`src/rtl/clock_pkg.sv`:
```
// clock_pkg
// Shared types and helpers for the calendar clock:
//   field_e        - field codes used by field_sel / load_field
//   state_e        - set-flow controller states
//   *_MIN / *_MAX  - legal value range of every editable field
//   days_in_month  - month length with Gregorian leap-year rule,
//                    shared by the controller and the calendar counter
//   next_field     - edit order YEAR -> MONTH -> DAY -> HOUR -> MIN -> SEC
package clock_pkg;

    typedef enum logic [2:0] {
        F_SEC   = 3'd0,
        F_MIN   = 3'd1,
        F_HOUR  = 3'd2,
        F_DAY   = 3'd3,
        F_MONTH = 3'd4,
        F_YEAR  = 3'd5
    } field_e;

    typedef enum logic [1:0] {
        ST_RUN    = 2'd0,
        ST_EDIT   = 2'd1,
        ST_COMMIT = 2'd2
    } state_e;

    localparam logic [13:0] SEC_MIN   = 14'd0;
    localparam logic [13:0] SEC_MAX   = 14'd59;
    localparam logic [13:0] MIN_MIN   = 14'd0;
    localparam logic [13:0] MIN_MAX   = 14'd59;
    localparam logic [13:0] HOUR_MIN  = 14'd0;
    localparam logic [13:0] HOUR_MAX  = 14'd23;
    localparam logic [13:0] DAY_MIN   = 14'd1;
    localparam logic [13:0] MONTH_MIN = 14'd1;
    localparam logic [13:0] MONTH_MAX = 14'd12;
    localparam logic [13:0] YEAR_MIN  = 14'd0;
    localparam logic [13:0] YEAR_MAX  = 14'd9999;

    function automatic logic [4:0] days_in_month(input logic [3:0] month,
                                                 input logic [13:0] year);
        logic leap;
        leap = (((year % 14'd4) == 14'd0) && ((year % 14'd100) != 14'd0)) ||
               ((year % 14'd400) == 14'd0);
        case (month)
            4'd4, 4'd6, 4'd9, 4'd11: days_in_month = 5'd30;
            4'd2:                    days_in_month = leap ? 5'd29 : 5'd28;
            default:                 days_in_month = 5'd31;
        endcase
    endfunction

    function automatic field_e next_field(input field_e f);
        case (f)
            F_YEAR:  next_field = F_MONTH;
            F_MONTH: next_field = F_DAY;
            F_DAY:   next_field = F_HOUR;
            F_HOUR:  next_field = F_MIN;
            F_MIN:   next_field = F_SEC;
            default: next_field = F_YEAR;
        endcase
    endfunction

endpackage

```
`src/rtl/clock_tick_gen.sv`:
```
// clock_tick_gen
// Prescaler producing the one-cycle 1 Hz advance tick and the display blink
// phase. Optional feature macro: CLOCK_SET_BLINK_EN (blink phase generation).
// Ports:
//   clk, rst_n  - clock, asynchronous active-low reset
//   i_clear     - force prescaler to 0 (priority over counting)
//   i_count     - advance prescaler this cycle
//   i_tick_en   - allow a tick to be emitted on wrap
//   i_blink_en  - allow blink output (editing phases only)
//   o_tick      - registered one-cycle tick
//   o_blink     - registered blank phase (upper half of the prescaler period)
module clock_tick_gen #(
    parameter int CLK_HZ = 50_000_000
) (
    input  logic clk,
    input  logic rst_n,
    input  logic i_clear,
    input  logic i_count,
    input  logic i_tick_en,
    input  logic i_blink_en,
    output logic o_tick,
    output logic o_blink
);
    localparam int PW = (CLK_HZ > 1) ? $clog2(CLK_HZ) : 1;
    localparam logic [PW-1:0] PRESC_MAX = PW'(CLK_HZ - 1);
`ifdef CLOCK_SET_BLINK_EN
    localparam logic [PW-1:0] PRESC_HALF = PW'(CLK_HZ / 2);
`endif

    logic [PW-1:0] r_presc;
    logic [PW-1:0] w_presc_next;
    logic          w_wrap;
    logic          w_blink_phase;
    logic          r_tick;
    logic          r_blink;

    // Next prescaler value; clear wins over counting.
    always_comb begin
        w_wrap = (r_presc == PRESC_MAX);
        if (i_clear) begin
            w_presc_next = {PW{1'b0}};
        end else if (i_count) begin
            w_presc_next = w_wrap ? {PW{1'b0}} : (r_presc + PW'(1));
        end else begin
            w_presc_next = r_presc;
        end
`ifdef CLOCK_SET_BLINK_EN
        // Phase taken from the next value so blink lines up with the register.
        w_blink_phase = (w_presc_next >= PRESC_HALF);
`else
        w_blink_phase = 1'b0;
`endif
    end

    // Prescaler, tick and blink registers.
    always_ff @(posedge clk or negedge rst_n) begin
        if (!rst_n) begin
            r_presc <= {PW{1'b0}};
            r_tick  <= 1'b0;
            r_blink <= 1'b0;
        end else begin
            r_presc <= w_presc_next;
            r_tick  <= i_tick_en && i_count && !i_clear && w_wrap;
            r_blink <= i_blink_en && w_blink_phase;
        end
    end

    assign o_tick  = r_tick;
    assign o_blink = r_blink;

endmodule

```
`src/rtl/clock_set_ctrl.sv`:
```
// clock_set_ctrl
// Sequences the calendar counter: 1 Hz tick in RUN and a button-driven
// time/date setting flow (EDIT/COMMIT) that loads fields over valid/ready.
// Optional feature macro: CLOCK_SET_BLINK_EN (blinking edited field).
// Ports:
//   clk, rst_n                 - clock, asynchronous active-low reset
//   i_btn_mode/inc/dec         - single-cycle debounced button pulses
//   i_cur_sec..i_cur_year      - live counter values
//   o_tick                     - one-cycle advance enable
//   o_set_active               - high outside RUN
//   o_field_sel, o_edit_val    - field being edited and its value
//   o_load_valid/field/value   - load request to the counter
//   i_load_ready               - counter accepts the load
//   o_blink                    - display blank phase
module clock_set_ctrl
    import clock_pkg::*;
#(
    parameter int CLK_HZ = 50_000_000
) (
    input  logic        clk,
    input  logic        rst_n,
    input  logic        i_btn_mode,
    input  logic        i_btn_inc,
    input  logic        i_btn_dec,
    input  logic [5:0]  i_cur_sec,
    input  logic [5:0]  i_cur_min,
    input  logic [4:0]  i_cur_hour,
    input  logic [4:0]  i_cur_day,
    input  logic [3:0]  i_cur_month,
    input  logic [13:0] i_cur_year,
    output logic        o_tick,
    output logic        o_set_active,
    output logic [2:0]  o_field_sel,
    output logic [13:0] o_edit_val,
    output logic        o_load_valid,
    output logic [2:0]  o_load_field,
    output logic [13:0] o_load_value,
    input  logic        i_load_ready,
    output logic        o_blink
);
    state_e      r_state;
    field_e      r_field;
    logic [13:0] r_edit_val;
    logic        r_capture;     // next EDIT cycle loads edit_val from cur_*
    logic        r_set_active;
    logic        r_load_valid;
    logic [2:0]  r_load_field;
    logic [13:0] r_load_value;

    logic [4:0]  w_dim;
    logic [13:0] w_lo;
    logic [13:0] w_hi;
    logic [13:0] w_inc_val;
    logic [13:0] w_dec_val;
    logic [13:0] w_capture_val;
    logic        w_transfer;
    logic        w_adjust;
    logic        w_clear;
    logic        w_count;
    logic        w_tick_en;
    logic        w_blink_en;

    // Field range and wrapped +/-1 values for the field being edited.
    always_comb begin
        w_dim = days_in_month(i_cur_month, i_cur_year);
        case (r_field)
            F_SEC:   begin w_lo = SEC_MIN;   w_hi = SEC_MAX;        end
            F_MIN:   begin w_lo = MIN_MIN;   w_hi = MIN_MAX;        end
            F_HOUR:  begin w_lo = HOUR_MIN;  w_hi = HOUR_MAX;       end
            F_DAY:   begin w_lo = DAY_MIN;   w_hi = {9'd0, w_dim};  end
            F_MONTH: begin w_lo = MONTH_MIN; w_hi = MONTH_MAX;      end
            F_YEAR:  begin w_lo = YEAR_MIN;  w_hi = YEAR_MAX;       end
            default: begin w_lo = 14'd0;     w_hi = 14'd0;          end
        endcase
        w_inc_val = (r_edit_val >= w_hi) ? w_lo : (r_edit_val + 14'd1);
        w_dec_val = (r_edit_val <= w_lo) ? w_hi : (r_edit_val - 14'd1);
    end

    // Live value of the current field; day is clamped to the month length.
    always_comb begin
        case (r_field)
            F_SEC:   w_capture_val = {8'd0, i_cur_sec};
            F_MIN:   w_capture_val = {8'd0, i_cur_min};
            F_HOUR:  w_capture_val = {9'd0, i_cur_hour};
            F_DAY:   w_capture_val = (i_cur_day > w_dim) ? {9'd0, w_dim} : {9'd0, i_cur_day};
            F_MONTH: w_capture_val = {10'd0, i_cur_month};
            F_YEAR:  w_capture_val = i_cur_year;
            default: w_capture_val = 14'd0;
        endcase
    end

    // Prescaler control: cleared on leaving and re-entering RUN.
    always_comb begin
        w_transfer = (r_state == ST_COMMIT) && i_load_ready;
        w_adjust   = (r_state == ST_EDIT) && !r_capture && !i_btn_mode &&
                     (i_btn_inc != i_btn_dec);
        w_tick_en  = (r_state == ST_RUN) && !i_btn_mode;
        w_blink_en = (r_state != ST_RUN);
`ifdef CLOCK_SET_BLINK_EN
        // Any edit restarts the phase so the new value is visible at once.
        w_clear = ((r_state == ST_RUN) && i_btn_mode) ||
                  (w_transfer && (r_field == F_SEC)) || w_adjust;
        w_count = 1'b1;
`else
        w_clear = ((r_state == ST_RUN) && i_btn_mode) ||
                  (w_transfer && (r_field == F_SEC));
        w_count = (r_state == ST_RUN);
`endif
    end

    clock_tick_gen #(
        .CLK_HZ (CLK_HZ)
    ) u_tick_gen (
        .clk        (clk),
        .rst_n      (rst_n),
        .i_clear    (w_clear),
        .i_count    (w_count),
        .i_tick_en  (w_tick_en),
        .i_blink_en (w_blink_en),
        .o_tick     (o_tick),
        .o_blink    (o_blink)
    );

    // Setting-flow FSM with registered outputs.
    always_ff @(posedge clk or negedge rst_n) begin
        if (!rst_n) begin
            r_state      <= ST_RUN;
            r_field      <= F_YEAR;
            r_edit_val   <= 14'd0;
            r_capture    <= 1'b0;
            r_set_active <= 1'b0;
            r_load_valid <= 1'b0;
            r_load_field <= 3'd0;
            r_load_value <= 14'd0;
        end else begin
            case (r_state)
                ST_RUN: begin
                    if (i_btn_mode) begin
                        r_state      <= ST_EDIT;
                        r_set_active <= 1'b1;
                        r_field      <= F_YEAR;
                        r_edit_val   <= i_cur_year;
                        r_capture    <= 1'b0;
                    end else begin
                        r_state <= ST_RUN;
                    end
                end
                ST_EDIT: begin
                    if (r_capture) begin
                        // Counter has applied the previous load by now.
                        r_capture  <= 1'b0;
                        r_edit_val <= w_capture_val;
                    end else if (i_btn_mode) begin
                        r_state      <= ST_COMMIT;
                        r_load_valid <= 1'b1;
                        r_load_field <= r_field;
                        r_load_value <= r_edit_val;
                    end else if (i_btn_inc && !i_btn_dec) begin
                        r_edit_val <= w_inc_val;
                    end else if (i_btn_dec && !i_btn_inc) begin
                        r_edit_val <= w_dec_val;
                    end else begin
                        r_edit_val <= r_edit_val;
                    end
                end
                ST_COMMIT: begin
                    if (i_load_ready) begin
                        r_load_valid <= 1'b0;
                        if (r_field == F_SEC) begin
                            r_state      <= ST_RUN;
                            r_set_active <= 1'b0;
                            r_field      <= F_YEAR;
                        end else begin
                            r_state   <= ST_EDIT;
                            r_field   <= next_field(r_field);
                            r_capture <= 1'b1;
                        end
                    end else begin
                        r_load_valid <= 1'b1;
                    end
                end
                default: begin
                    r_state      <= ST_RUN;
                    r_set_active <= 1'b0;
                    r_load_valid <= 1'b0;
                    r_capture    <= 1'b0;
                end
            endcase
        end
    end

    assign o_set_active = r_set_active;
    assign o_field_sel  = r_field;
    assign o_edit_val   = r_edit_val;
    assign o_load_valid = r_load_valid;
    assign o_load_field = r_load_field;
    assign o_load_value = r_load_value;

endmodule

```
`config.mk`:
```
export PLATFORM = sky130hd
export DESIGN_NAME = clock_set_ctrl
export DESIGN_NICKNAME = d
export VERILOG_FILES = /design/src/rtl/clock_pkg.sv /design/src/rtl/clock_tick_gen.sv /design/src/rtl/clock_set_ctrl.sv
export SDC_FILE = /design/constraint.sdc
export NUM_CORES = 1
export LEC_CHECK = 0
export ABC_AREA = 1
export BUFFER_PORTS_ARGS = -buffer_cell sky130_fd_sc_hd__buf_4
export CAP_MARGIN = 20
export CELL_PAD_IN_SITES_DETAIL_PLACEMENT = 1
export CELL_PAD_IN_SITES_GLOBAL_PLACEMENT = 1
export CORE_MARGIN = 1.5
export CORE_UTILIZATION = 42
export DETAILED_ROUTE_END_ITERATION = 8
export HOLD_SLACK_MARGIN = 0.12
export PLACE_DENSITY_LB_ADDON = 0.1
export SLEW_MARGIN = 5
export SYNTH_ARGS = -nofsm -noshare
export SYNTH_HDL_FRONTEND = slang
export SYNTH_SLANG_ARGS = --single-unit
```
`constraint.sdc`:
```
create_clock -name clk -period 3.2 [get_ports clk]
set_input_delay 0.48 -clock clk [delete_from_list [all_inputs] [get_ports clk]]
set_output_delay 0.48 -clock clk [all_outputs]
set_load 0.005 [all_outputs]
```
==> flow_summary.toml, run 1 <==
[outcome]
status = "finished, violations left"
violations = "negative setup slack"

[synthesis]
syn_avg_cell_area_um2 = 6.80
synthFlopType = "dfrtp_1"
synth_fp_nets = 902
ys_ff_latch = 66
async_reset_ff_share_pct = 100
yosysTopAreaCell = "dfrtp_1"
yosys-top-cells-count = "nand2_1 (167), inv_1 (119), nor2_1 (83), dfrtp_1 (64), o21ai_0 (61)"
yosysTopAreaCellShare_pct = 28.2
syn_inst = 836
ys_seq_area_share_pct = 29.1
yosysMostFrequentCell = "nand2_1"
synth_edf_count = 0
yosys_warnings = 0
ys_types = 54
synth_area_um2 = 5680
ys_top_cells_by_area = "dfrtp_1 (28%), nand2_1 (11%), inv_1 (7.9%)"

[cts]
cts-root-buf = "clkbuf_16"
cts_tree = "yes"
cts.sinks = 66
ctsHoldBuffers = 0
insertion_delay_ps = 340
cts_buffers = 9
cts_buffer_depth = 2
clk_pin_slew_worst_paths_ps = 50
cts_htree_levels = 3

[floorplan]
fp.dieW_um = 119
start_util_pct = 42.9
num_rows = 42
fp.dieH_um = 119
die_area_um2 = 14200
ioPinCount = 84
core-area_um2 = 13200

[grt]
gr-usage-all-layers_pct = 30.4
grt_pass1_vias = 7216
grt_pass1_wl_mm = 35.0
overflow = 0
grt_max_degree = 67
antenna_found_initial = 0

[worst_setup_path]
crit_path_frequent_cell = "nand2_4"
cp_data_required_time_ps = 3420
criticalPathCategory = "in -> reg"
crit_family = "simple AND/OR/NAND/NOR gates"
cp.depth = 54
max_stage_delay_ps = 270
cp-start-kind = "primary input"
slowest_stage = "ha_4"
r2r_cells = 15
cp.arrival_ps = 5720
path_buf_inv = 4
end_kind = "flop"
crit_path_max_fanout = 6

[timing]
worst_pin_slew_ps = 861
rsz0062_at_grt = "true"
relSlewSlack_pct = 42.6
period_share_pct = 172
skew_ps = 5.05
final_hold_viol_count = 0
setup_ws_ps = -2300
fmaxAchievable_mhz = 182
finalCriticalPeriod_ps = 5500
setup-violations-final = 14
slew_viol_final = 0

[worst_hold_path]
hold_class = "in -> async"

[route]
dr.pass1.iters = 5
wl_per_cell_um = 19.4
drtIter0Drc = 370
num_vias = 6666
via_per_inst = 5.65
totalWireLength_mm = 22.8
drc = 0
drtAntennaViolNets = 0

[power_and_ir_drop]
p_leak_nw = 3.82
peakVddDrop_mv = 0.600
powerDensity_nw_per_um2 = 917

[place]
routabilityCongestion = 0.922
dp_hpwl_mm = 16.1
io_buffers = 82
dp_cells = 1151

[cells_and_area]
drive_gt1_share_pct = 31.6
insertedDiodeCount = 0
finalNonFillerCells = 1179
final_core_util_pct = 60.1
area_delta_synth_final_pct = 40.1
fin_nets = 1065

[run]
maxCapViolations = 0
==> sequential cells by signal, summed over array words and instances, names as in the netlist <==
name,cells
o_field_sel,3
u_tick_gen.r_presc,26
o_set_active,1
o_load_field,3
u_tick_gen.o_tick,1
r_capture,1
o_load_valid,1
o_load_value,14
r_state,2
o_edit_val,14
==> what timing repair did <==
item	in CTS	in global routing
setup buffers	8	5
pin swaps	37	27
setup endpoints to repair	14	18
gates resized for setup	69	45
==> layout by cell type (no fill, tap or decap), types with 7 or more instances in the layout <==
cell type / Yosys / layout
nand3_4: 1 / 8
nand4_1: 13 / 13
nor4_1: 10 / 8
nand2_1: 167 / 143
nand2_2: 24 / 25
xor2_1: 17 / 17
ha_1: 20 / 19
inv_2: 10 / 9
o21ai_2: 0 / 10
o21ai_1: 15 / 17
nand3_1: 47 / 35
nor2_4: 1 / 7
nand3_2: 7 / 12
o211ai_1: 10 / 10
clkbuf_16: 0 / 9
nand2_4: 11 / 29
nor2_1: 83 / 79
nor3_1: 21 / 20
inv_1: 119 / 113
dfrtp_1: 64 / 64
buf_6: 1 / 9
o21ai_0: 61 / 49
a21oi_1: 48 / 46
buf_4: 1 / 155
a22oi_1: 9 / 8
==> stage by stage <==
stage	worst slack, ps	area (um^2)	hold slack [ps]	total power, mW	setup TNS [ps]
4_1_cts	-1910	7730	293	6.89	-25950
2_1_floorplan	-1550	5810	184	3.80	-20550
3_5_place_dp	-2420	7110	475	5.48	-32620
6_report	-2300	7960	253	7.30	-30970
3_3_place_gp	-2120	7110	472	5.28	-28440
5_1_grt	-2550	7960	312	7.78	-34570
==> kinds of logic after synthesis <==
kind of cell,synth area share [%]
buffers and inverters,9.73
xor gates and xnor gates,2.93
DFF,29.1
adders and majority gates,4.40
other,0.0660
AOI/OAI and AO/OA,20.1
and+or+nand+nor,33.7
==> where the power goes <==
group | internal, mW | switching [mW] | leakage [nW]
Sequential | 1.12 | 0.343 | 0.839
Clock | 0.597 | 0.377 | 0.138
Combinational | 1.91 | 2.95 | 2.84
==> layout make-up <==
type                       instances  area, um^2
tap                              176         220
fill                            1709        5280
timing repair buffer             165        1280
inverter                         131         518
clock buffer                      10         229
multi-input combinational        626        4000
clock inverter                     5        56.3
sequential                        66        1650
==> layer usage <==
| metal | track usage (%) | share of wire [%] | vias to the layer above | wire (um) |
|---|---|---|---|---|
| met5 | 0 | 0 | - | 0 |
| met4 | 10.9 | 2.7 | 0 | 614 |
| met3 | 5.12 | 3.7 | 54 | 847 |
| met2 | 55.9 | 53 | 177 | 12200 |
| met1 | 35.4 | 40 | 3309 | 9160 |
| li1 | - | - | 3126 | - |
==> final timing paths <==
path | from | to | slack (ps)
max | i_cur_year[10] | o_edit_val[0] | -2300
min | rst_n | u_tick_gen.r_presc[20] | 250
max reg2reg | o_edit_val[1] | o_edit_val[13] | 0
min reg2reg | o_load_value[10] | o_load_value[10] | 490
max in group asynchronous | rst_n | o_field_sel[1] | 2380
min in group clk | o_load_value[10] | o_load_value[10] | 490
Note: power is estimated with default switching activity, not from simulation.
==> run 2: changes to the inputs <==
Settings changed: GPL_TIMING_DRIVEN from default to 0.
==> run 2 against run 1 <==
Compared with the run above:
- the flow still finishes with violations (negative setup slack)
- register-to-register slack got worse by 380 ps
- combinational power fell by 6.8%
- setup slack improved by 89 ps
- via count fell by 3.4%
- final cell count fell by 3.6%
- clock skew rose by 1.4 ps
- cell area fell by 4.4%
- critical path type unchanged
- largest cell class unchanged
==> flow_summary.toml, run 2 (synthesis gave the netlist of run 1 again) <==
[worst_setup_path]
max_stage_delay_ps = 280
cp_data_required_time_ps = 3450
criticalPathCategory = "in -> reg"
slowest_stage = "o21ai_1"
cp-start-kind = "primary input"
end_kind = "flop"
crit_path_frequent_cell = "nand2_4"
cp.arrival_ps = 5660
crit_path_max_fanout = 5

[power_and_ir_drop]
peakVddDrop_mv = 0.468
powerDensity_nw_per_um2 = 919
p_leak_nw = 3.58

[place]
routabilityCongestion = 0.924
io_buffers = 82
dp_cells = 1094
dp_hpwl_mm = 15.2

[cts]
ctsHoldBuffers = 0
cts_buffers = 9
cts_buffer_depth = 2
insertion_delay_ps = 340
cts.sinks = 66
cts_htree_levels = 3
cts_tree = "yes"
clk_pin_slew_worst_paths_ps = 50
cts-root-buf = "clkbuf_16"

[cells_and_area]
drive_gt1_share_pct = 27.0
insertedDiodeCount = 0
layout_commonest_cell = "nand2_1"
largest_reg_flops = 26
final_cell_mix = "nand2_1 (148), inv_1 (112), buf_4 (105), nor2_1 (77), dfrtp_1 (64)"
area_delta_synth_final_pct = 34.0
top_register = "u_tick_gen.r_presc"
finalNonFillerCells = 1137
fin_nets = 1024

[route]
drtAntennaViolNets = 0
totalWireLength_mm = 21.2
drtIter0Drc = 359
via_per_inst = 5.66
wl_per_cell_um = 18.7
num_vias = 6440
dr.pass1.iters = 5
drc = 0

[timing]
period_share_pct = 169
slew_viol_final = 0
whs_ps = 266
skew_ps = 6.43
worst_pin_slew_ps = 861
relSlewSlack_pct = 42.6
setup-violations-final = 14
rsz0062_at_grt = "true"
finalCriticalPeriod_ps = 5410
fmaxAchievable_mhz = 185
final_hold_viol_count = 0
setup_ws_ps = -2210

[grt]
busiest_layer = "met2"
use_met1_pct = 34.7
overflow = 0
gr-usage-all-layers_pct = 28.8
grt_pass1_vias = 6823
antenna_found_initial = 0
grt_use_met2_pct = 51.8
grt_pass1_wl_mm = 33.3
grtUsageMet3_pct = 4.98
grt_max_degree = 67

[floorplan]
fp.dieH_um = 119
fp.dieW_um = 119
core-area_um2 = 13200
start_util_pct = 42.9
die_area_um2 = 14200
ioPinCount = 84
num_rows = 42

[run]
maxCapViolations = 0

[outcome]
status = "finished, violations left"
violations = "negative setup slack"

[worst_hold_path]
hold_class = "in -> async"
-- run 2: through the flow --
step / setup WS, ps / total power, mW / area [um^2] / util [%] / TNS, ps
2_1_floorplan: -1550 / 3.80 / 5810 / - / -20550
3_3_place_gp: -2410 / 4.91 / 6640 / 50.2 / -32820
3_5_place_dp: -2560 / 5.11 / 6640 / 50.2 / -35210
4_1_cts: -1970 / 6.44 / 7300 / 55.1 / -26590
5_1_grt: -2630 / 7.51 / 7610 / 57.5 / -35940
6_report: -2210 / 7.00 / 7610 / 57.5 / -29730
-- run 2: what timing repair did --
item / 4_1_cts / 5_1_grt
gates resized for setup: 58 / 50
setup endpoints to repair: 23 / 22
setup buffers: 17 / 12
hold endpoints to repair: 0 / 0
pin swaps: 24 / 31
-- run 2: worst paths after layout --
path	depth (start not counted)	slack [ps]	end	from
setup / recovery	49	-2210	o_edit_val[13]	i_cur_year[9]
hold / removal	1	270	u_tick_gen.r_presc[17]	rst_n
setup reg to reg	16	-380	o_edit_val[13]	o_field_sel[0]
hold reg to reg	2	490	o_load_value[12]	o_load_value[12]
max in group asynchronous	1	2390	o_set_active	rst_n
min in group clk	3	470	o_edit_val[4]	i_cur_year[4]
-- run 2: worst max-delay path: cells and delay by family --
| family | cells | cell delay [ps] |
|---|---|---|
| buffers and inverters | 4 | 510 |
| AND/OR/NAND/NOR | 33 | 3080 |
| adder cells (fa/ha/maj) | 1 | 130 |
| AO/OA/AOI/OAI | 11 | 1450 |
-- run 2: cell type report --
type,count,area [um^2]
Timing Repair Buffer,111,893
Sequential cell,66,1650
Multi-Input combinational cell,626,3970
Clock buffer,12,256
Clock inverter,2,37.5
Tap cell,176,220
Fill cell,1708,5630
Buffer,13,61.3
Inverter,131,524
-- run 2: layer usage --
layer / routed length [um] / vias up
met5: 0 / -
met1: 8860 / 3202
met2: 11100 / 133
met4: 523 / 0
li1: - / 3059
met3: 773 / 46
-- run 2: where the power goes --
group	internal [mW]	total (mW)	switching, mW
clock network	0.637	1.01	0.373
logic	1.72	4.53	2.81
registers	1.12	1.46	0.337
total	3.48	7.00	3.52
==> run 3: changes to the inputs <==
Settings changed: CORE_UTILIZATION 42 to 39.
==> run 3 against run 2 <==
Compared with the run above:
- the flow still finishes with violations (negative setup slack)
- critical path depth grew 4
- first-iteration DRC count down 9.5%
- combinational power hardly changed
- setup slack lost 6.4 ps
- clock skew about the same
- sequential cell count is the same
- highest routed layer unchanged
- non-clock buffer count up 11
- final cell count increased by 1.5%
- sequential power is essentially flat
- via count shrank 0.56%
- cell area is 2.3% higher
- core utilization is 2.0 points lower
==> flow_summary.toml, run 3 (synthesis gave the netlist of run 1 again) <==
[outcome]
status = "finished, violations left"
violations = "negative setup slack"

[route]
num_vias = 6404
wl_met2_mm = 11.2
wl_per_cell_um = 18.4
wl_met1_mm = 8.99
drtIter0Drc = 325
dr.pass1.iters = 4
drc = 0
totalWireLength_mm = 21.3
drtAntennaViolNets = 0
met3WireLength_um = 632
via_per_inst = 5.55
routed.top_layer = "met4"

[cells_and_area]
area_delta_synth_final_pct = 37.0
fillerInstances = 1778
largest_reg_flops = 26
regArea_um2 = 1650
layout_commonest_cell = "nand2_1"
drive_gt1_share_pct = 29.0
multi_input_area_um2 = 4040
top_register = "u_tick_gen.r_presc"
final_cell_mix = "nand2_1 (142), buf_4 (113), inv_1 (112), nor2_1 (77), dfrtp_1 (64)"
fin_nets = 1035
insertedDiodeCount = 0
final_core_util_pct = 55.5

[cts]
clk_pin_slew_worst_paths_ps = 60
cts.sinks = 66
cts_htree_levels = 3
cts-root-buf = "clkbuf_16"
cts_buffer_depth = 2
ctsHoldBuffers = 0
cts_tree = "yes"
cts_buffers = 9
insertion_delay_ps = 340

[timing]
finalCriticalPeriod_ps = 5420
relSlewSlack_pct = 41.9
setup-violations-final = 14
fmaxAchievable_mhz = 185
setup_ws_ps = -2220
final_hold_viol_count = 0
slew_viol_final = 0
worst_pin_slew_ps = 871
rsz0062_at_grt = "true"
skew_ps = 6.84
period_share_pct = 169

[worst_setup_path]
cp-start-kind = "primary input"
crit_path_max_fanout = 5
end_kind = "flop"
critPathCapture = "o_edit_val[13]"
r2r_slack_ps = -250
r2r_cells = 15
criticalPathCategory = "in -> reg"
cp.arrival_ps = 5680
cp_data_required_time_ps = 3470
startpoint = "i_cur_year[10]"
rr_startpoint = "o_field_sel[0]"
reg2reg_to = "o_edit_val[13]"
crit_path_frequent_cell = "nand2_4"
max_stage_delay_ps = 310
slowest_stage = "o21ai_0"

[grt]
gr-usage-all-layers_pct = 27.8
overflow = 0
antenna_found_initial = 0
grt_pass1_wl_mm = 33.4
grt_pass1_vias = 6841
grt_max_degree = 67

[worst_hold_path]
hold_class = "in -> async"

[floorplan]
fp.dieH_um = 124
die_area_um2 = 15300
core-area_um2 = 14000
ioPinCount = 84
start_util_pct = 40.5
fp.dieW_um = 124
num_rows = 43

[run]
maxCapViolations = 0

[power_and_ir_drop]
powerDensity_nw_per_um2 = 908
p_leak_nw = 3.66
peakVddDrop_mv = 0.493

[place]
dp_hpwl_mm = 15.4
pre_cts_slack_ps = -2580
io_buffers = 82
routabilityCongestion = 0.912
run 3: metal layers:
layer | up-vias | GRT usage, %
li1 | 3075 | -
met4 | 0 | 8.84
met1 | 3176 | 33.1
met3 | 35 | 2.93
met5 | - | 0
met2 | 118 | 52.1
run 3: power breakdown:
part | total, mW | internal, mW | switching [mW]
clock | 1.05 | 0.645 | 0.405
combinational | 4.56 | 1.75 | 2.81
sequential | 1.46 | 1.12 | 0.342
run 3: area by class of cell:
class | count | area share (%)
plain buffers | 13 | 0.787
clock buffers | 12 | 3.29
clock inverters | 4 | 0.643
inverters | 131 | 6.67
multi-input cells | 626 | 51.9
flip-flops and latches | 66 | 21.2
well taps | 180 | 2.89
repair buffers | 122 | 12.6
run 3: critical path: cells and delay by family:
family | cells | cell delay (ps)
buf+inv | 2 | 250
fa+ha+maj | 1 | 130
simple gates | 40 | 3490
compound gates | 10 | 1350
run 3: through the flow:
step,TNS (ps),cells,cell area (um^2),power (mW),hold WS [ps]
6_report,-29940,1154,7790,7.07,257
5_1_grt,-34940,1154,7790,7.58,339
4_1_cts,-26890,1143,7470,6.64,301
3_5_place_dp,-36810,1098,6650,5.11,479
3_3_place_gp,-33080,1098,6650,4.92,474
2_1_floorplan,-20550,836,5810,3.80,184
run 3: worst min-delay path by stage:
stage	endpoint	slack (ps)	depth (start not counted)
final	u_tick_gen.r_presc[13]	260	1
after global routing	u_tick_gen.r_presc[13]	340	1
after CTS	u_tick_gen.r_presc[13]	300	1
after detailed placement	o_load_field[1]	480	2
after global placement	o_set_active	470	2
after floorplan	o_edit_val[0]	180	0
run 3: what timing repair did:
action / in CTS / in global routing
pin swaps: 35 / 47
setup endpoints to repair: 24 / 23
resized for setup: 74 / 54
setup buffers: 29 / 11
